<file path="src/rtl/multiport_ckpt_fifo.sv">
// multiport_ckpt_fifo: multi-lane circular FIFO with a read-pointer checkpoint for speculative pops
module multiport_ckpt_fifo #(
    parameter int DATA_WIDTH = 32,
    parameter int ADDR_WIDTH = 4,
    parameter int NUM_WR = 2,
    parameter int NUM_RD = 2,
    parameter int INIT_COUNT = 0,
    parameter int INIT_START = 0,
    localparam int CW = $clog2(NUM_RD + 1)
) (
    input  logic                             clk,
    input  logic                             reset,
    input  logic [NUM_WR-1:0]                wr_en,
    input  logic [NUM_WR-1:0][DATA_WIDTH-1:0] wr_data,
    output logic                             wr_accept,
    input  logic [CW-1:0]                    rd_cnt,
    output logic [NUM_RD-1:0][DATA_WIDTH-1:0] rd_data,
    output logic [NUM_RD-1:0]                rd_valid,
    output logic                             rd_err,
    input  logic                             ckpt_save,
    input  logic                             ckpt_restore,
    input  logic                             ckpt_release,
    output logic                             ckpt_valid,
    output logic [ADDR_WIDTH:0]              count,
    output logic [ADDR_WIDTH:0]              free_slots,
    output logic                             full,
    output logic                             empty
);
    localparam int DEPTH = 1 << ADDR_WIDTH;
    localparam int PW = ADDR_WIDTH + 1;

    logic [DATA_WIDTH-1:0] mem [DEPTH];
    logic [PW-1:0] rd_ptr, wr_ptr, ckpt_ptr, rd_next, nw, pop_cnt;
    logic [NUM_WR-1:0][ADDR_WIDTH-1:0] wr_idx;
    logic restore;

    assign count = wr_ptr - rd_ptr;
    // Slots popped since the checkpoint stay reserved so a restore can replay them
    assign free_slots = PW'(DEPTH) - (wr_ptr - (ckpt_valid ? ckpt_ptr : rd_ptr));
    assign full = free_slots == '0;
    assign empty = count == '0;
    assign wr_accept = nw <= free_slots;
    assign restore = ckpt_restore && ckpt_valid;
    assign pop_cnt = PW'(rd_cnt);
    assign rd_err = !restore && pop_cnt > count;
    assign rd_next = restore ? ckpt_ptr : rd_err ? rd_ptr : rd_ptr + pop_cnt;

    // Running popcount of write enables gives each set lane its compacted slot offset
    always_comb begin
        nw = '0;
        for (int i = 0; i < NUM_WR; i++) begin
            wr_idx[i] = wr_ptr[ADDR_WIDTH-1:0] + nw[ADDR_WIDTH-1:0];
            nw = nw + PW'(wr_en[i]);
        end
    end

    for (genvar i = 0; i < NUM_RD; i++) begin : g_rd
        assign rd_data[i] = mem[rd_ptr[ADDR_WIDTH-1:0] + ADDR_WIDTH'(i)];
        assign rd_valid[i] = PW'(i) < count;
    end

    // Storage: preloaded on reset, accepted lanes written at their compacted slots
    always_ff @(posedge clk or posedge reset) begin
        if (reset) begin
            for (int j = 0; j < DEPTH; j++)
                mem[j] <= j < INIT_COUNT ? DATA_WIDTH'(INIT_START + j) : '0;
        end else if (wr_accept) begin
            for (int j = 0; j < NUM_WR; j++)
                if (wr_en[j]) mem[wr_idx[j]] <= wr_data[j];
        end
    end

    // Pointer and checkpoint update; restore outranks save, save outranks release
    always_ff @(posedge clk or posedge reset) begin
        if (reset) begin
            rd_ptr <= '0;
            wr_ptr <= PW'(INIT_COUNT);
            ckpt_ptr <= '0;
            ckpt_valid <= 1'b0;
        end else begin
            if (wr_accept) wr_ptr <= wr_ptr + nw;
            rd_ptr <= rd_next;
            if (restore) begin
                ckpt_valid <= 1'b0;
            end else if (ckpt_save) begin
                ckpt_ptr <= rd_next;
                ckpt_valid <= 1'b1;
            end else if (ckpt_release) begin
                ckpt_valid <= 1'b0;
            end
        end
    end
endmodule
</file>
<file path="config.mk">
export PLATFORM = sky130hd
export DESIGN_NAME = multiport_ckpt_fifo
export DESIGN_NICKNAME = d
export VERILOG_FILES = /design/src/rtl/multiport_ckpt_fifo.sv
export SDC_FILE = /design/constraint.sdc
export NUM_CORES = 2
export LEC_CHECK = 0
export CAP_MARGIN = 20
export CORE_MARGIN = 2
export CORE_UTILIZATION = 55
export DETAILED_ROUTE_END_ITERATION = 8
export PLACE_DENSITY = 0.79
export SYNTH_ARGS = -nofsm -noshare
export SYNTH_HDL_FRONTEND = slang
export SYNTH_SLANG_ARGS = --single-unit
</file>
<file path="constraint.sdc">
create_clock -name clk -period 31.2 [get_ports clk]
set_clock_uncertainty 0.1 [all_clocks]
set_input_delay 7.8 -clock clk [delete_from_list [all_inputs] [get_ports clk]]
set_output_delay 7.8 -clock clk [all_outputs]
set_load 0.01 [all_outputs]
</file>
; After elaboration in Yosys (flattened, before gate mapping)
; Index checks and enable logic that the tools add are counted.
[totals]
out_inout_bits = 81
inputBits = 73
word_cells = 73
ff_bits = 528
[op_classes]
n_bitwise = 5
n_addsub = 8
n_reduce_logical = 9
n_lt_le_gt_ge = 10
mux = 21
[op_table]
columns = operator, n
row1 = 2-to-1 mux 512 bit, 3
row2 = bitwise mux 512 bit, 2
row3 = binary-select mux 32 bit (select 4 bit), 2
row4 = demux 32 bit (select 4 bit), 2
row5 = 2-to-1 mux 32 bit, 6
row6 = "greater-or-equal comparator 5 bit, second input constant", 4
row7 = inverter 4 -> 5 bit, 4
row8 = 2-to-1 mux 5 bit, 3
row9 = adder 5 x 2 -> 5 bit, 2
row10 = logical NOT 5 bit, 2
row11 = "less-than comparator 1 x 5 -> 1 bit, first input constant", 2
row12 = "less-than comparator 5 x 1 -> 1 bit, second input constant", 2
row13 = subtractor 5 bit, 2
row14 = > comparator 2 x 5 -> 1 bit, 1
row15 = less-or-equal comparator 5 bit, 1
row16 = "subtractor 5 bit, first input constant", 1
row17 = adder 4 x 1 -> 4 bit, 1
row18 = "adder 4 x 1 -> 4 bit, second input constant", 1
row19 = logical AND 1 bit, 4
row20 = 2-to-1 mux 1 bit, 3
row21 = nonzero test 3 bit, 1
row22 = adder 1 x 1 -> 2 bit, 1
row23 = AND reduction 2 bit, 1
row24 = logical NOT 1 bit, 1
row25 = inverter 1 bit, 1

; Longest topological paths before layout
[logic_depth]
depth_word = 10
depth_mapped = 20
ltp_nobuf = 13

; Least setup slack after synthesis
; Ideal clock, no wire load.
[synth_timing]
kind = in2out
from = input wr_en[0]
to = output wr_accept
cell_stages = 9
setup_slack_ns = 13.833
required_time_ns = 23.300
n_path_buf = 3
arrival_time_ns = 9.467
cell_sequence = ha_1 -> inv_1 -> ha_1 -> a21oi_2 -> and3_1 -> buf_4 -> inv_2 -> buf_4 -> buf_2
[synth_between]
elab_chain_len = 2
[synth_rtl]
columns = element, line
row1 = start: declaration, 13  ; input logic [NUM_WR-1:0] wr_en,
row2 = adder 1 x 1 -> 2 bit, 53  ; nw = nw + PW'(wr_en[i]);
row3 = less-or-equal comparator 5 bit, 42  ; assign wr_accept = nw <= free_slots;
row4 = end: declaration, 15  ; output logic wr_accept,
; No other way between the ends.

; Worst setup path after layout
[layout_timing]
from = input wr_en[1]
to = output wr_accept
; Same word-level chain as after synthesis.

==> results by group <==
Pwr
  – IR Drop Worst-Case VDD: 201 uV
  – Flop pwr share: 25.0%
  – Net switching power figure: 2410 uW
  – Clock power share: 13.0%
  – Leak: 0.0130 uW
  – PwrDens: 152 nW/um^2
  – Switch share: 44.3%
  – Combinational Power Share: 62.0%
  – Cell-internal power: 3030 uW

Floorplanning
  – Initial Util: 55.6%
  – CORE AREA: 57700 um^2
  – Die Wd: 246 um
  – Rows: 88
  – Io pins: 154
  – Die Footprint: 60300 um^2
  – Die Span Y: 246 um

Logic synthesis
  – Largest cells by area after synthesis: dfrtp_1 41%, mux4_2 22%, o22ai_1 7.5%, a21oi_1 4.2%, o2bb2ai_1 3.5%
  – Post-synth top flop: dfrtp_1
  – Mapped Nets: 2954
  – Yosys warnings: 0
  – Synth unique cells: 56
  – Share of the synthesized area in the top cell type: 41.2%
  – Post-synth EDFFs: 0
  – Cell area after synthesis: 32100 um^2
  – Register area share after synthesis: 41.2%
  – Leading cell types by count after synthesis: 528 x dfrtp_1, 385 x o22ai_1, 320 x mux4_2
  – Area leader, netlist: dfrtp_1
  – Async SR Flop Fraction: 100%
  – Cell count after synthesis: 2854
  – Syn Area/Cell: 11.2 um^2
  – Most frequent cell after synthesis: dfrtp_1
  – Synth Register Bits: 528

Worst setup path
  – Reg2reg setup slack: 24.76 ns
  – WP buf/inv: 4
  – Critical R2R Launch: rd_ptr[0]
  – Critical path type: in2out
  – Crit-path max FO: 141
  – CP cell instances: clkdlybuf4s50_1 > ha_1 > inv_1 > ha_1 > a21oi_2 > and3_4 > inv_8 > clkdlybuf4s50_1
  – Worst path arrival time: 11.77 ns
  – Worst path top cell family by delay: buffers and inverters
  – Largest stage delay, worst path: 0.81 ns
  – R2r worst-path depth: 14
  – WP data required: 23.30 ns
  – CP Launch Type: input pin
  – Slowest cell on crit path: and3_4
  – Critical Path End Type: output pin
  – Reg2Reg Capture Point: mem[31]

Placed design
  – Pre-CTS setup slack: 11.58 ns
  – # port buffers: 153
  – Placer Congestion: 0.887
  – Cell count after placement: 3446
  – Post-DP HPWL: 64600 um

STA
  – Min setup slack post-route: 11.53 ns
  – Worst slew pin tran: 1.22 ns
  – Maximum clock rate: 50.8 MHz
  – Final min period: 19.67 ns
  – Final Slew Violations: 0
  – Setup violations, final: 0
  – RSZ-0062 raised after global routing: false
  – Final count of hold timing violations: 0
  – Setup TNS: 0 ns
  – Crit share post-route: 63.0%
  – Normalized max-slew margin: 18.6%

Layout
  – # nets final: 2843
  – Non-filler cells, final: 3555
  – Layout cell share with drive strength beyond 1: 19.2%
  – Area grow syn2layout: 11.5%

Global route
  – Gr usage total: 41.7%
  – Largest net degree at the start of global routing: 191
  – Vias in the first global route: 29.9k
  – First-pass GRT wire length: 187000 um
  – Global route overflow: 0
  – Initial antenna violation count: 7

Flow run
  – Max cap viols: 0

Min path
  – Hold Path Sink: mem[316]
  – Hold Path Depth: 1
  – Class of the worst hold path: reg2reg
  – HP Start: mem[316]

Run status
  – Status: finished, final reports clean

CTS
  – # Post-CTS Setup Buffers: 0
  – Clk buf depth: 3
  – # H-tree levels: 2
  – CTS sink count: 528
  – Clk_lat worst skew: 0.62 ns
  – Post-CTS sizing: 0
  – Hold-fix buffers, CTS: 0
  – Reg clk slew, reported paths: 0.06 ns
  – CTS tree: built
  – Num CTS Buffers: 55
  – Root Buffer: clkbuf_16

Route
  – Via count: 29.5k
  – WL final: 125000 um
  – DRC viols: 0
  – WL/cell: 35.3 um
  – Number of nets still failing antenna checks after routing: 0
  – Vias/cell: 8.30
  – Initial DRC Count: 5620
  – Pre-antenna DRT Iters: 8
-- power groups by stage --
stage | logic (uW) | clock network, uW | registers (uW)
2_1_floorplan | 2190 | 0 | 1210
6_report | 3370 | 706 | 1360
3_5_place_dp | 3230 | 0 | 1340
4_1_cts | 3250 | 702 | 1340
3_3_place_gp | 3150 | 0 | 1300
5_1_grt | 3480 | 731 | 1390
-- logic make-up after synthesis --
family / synth area share (%)
buffers and inverters: 5.59
flip-flops: 41.2
AO/OA/AOI/OAI: 23.2
adder cells (fa/ha/maj): 1.15
XOR/XNOR: 0.409
AND/OR/NAND/NOR: 5.96
multiplexers: 22.6
-- routing by layer --
| layer | vias up | track usage (%) | share of wire, % |
|---|---|---|---|
| li1 | 11000 | - | - |
| met2 | 3286 | 57.6 | 42 |
| met5 | - | 0.327 | 0.016 |
| met1 | 14100 | 51.0 | 31 |
| met3 | 1012 | 19.6 | 19 |
| met4 | 4 | 30.2 | 8.9 |
-- flip-flops by register name (all words and copies together), names as in the netlist --
register,count
mem,512
ckpt_valid,1
rd_ptr,5
wr_ptr,5
ckpt_ptr,5
-- how the worst max path moves through the flow --
stage               depth (start not counted)     start           to  slack [ns]
floorplan                                   1     reset  ckpt_ptr[0]        8.55
global placement                           10  wr_en[1]    wr_accept       11.68
detailed placement                          8  wr_en[1]    wr_accept       11.58
CTS                                         8  wr_en[1]    wr_accept       11.56
global route                               10  wr_en[1]    wr_accept       11.38
finish                                      8  wr_en[1]    wr_accept       11.53
-- cell type report --
type	count	area (um^2)
fill	4290	21900
multi-input combinational	1899	17400
sequential	528	13200
timing repair buffer	227	2190
clock buffer	73	1490
tap	765	957
clock inverter	24	374
inverter	32	135
antenna	7	17.5
-- cells in the final DEF (no fill, tap or decap), drive strengths merged, types with 12 or more instances in the layout --
master / netlist / final
a21oi: 272 / 272
a22oi: 133 / 133
a2bb2oi: 126 / 126
buf: 209 / 74
clkbuf: 186 / 73
clkdlybuf4s50: 0 / 153
dfrtp: 528 / 528
ha: 23 / 23
inv: 32 / 34
mux4: 320 / 320
nand2: 50 / 50
nand2b: 35 / 35
nand3: 12 / 12
nor2: 278 / 278
o21ai: 18 / 18
o22ai: 385 / 385
o2bb2ai: 128 / 128
or3: 38 / 38
-- through the flow --
stage | hold slack [ns] | util [%] | total power, uW | cell area (um^2)
final | 0.411 | 62.0 | 5430 | 35800
after floorplan | 0.367 | - | 3400 | 32100
after CTS | 0.408 | 61.8 | 5290 | 35700
after global routing | 0.425 | 62.0 | 5600 | 35800
after detailed placement | 0.390 | 58.6 | 4570 | 33800
after global placement | 0.383 | 58.6 | 4450 | 33800
Power figures use the tool's default switching activity.
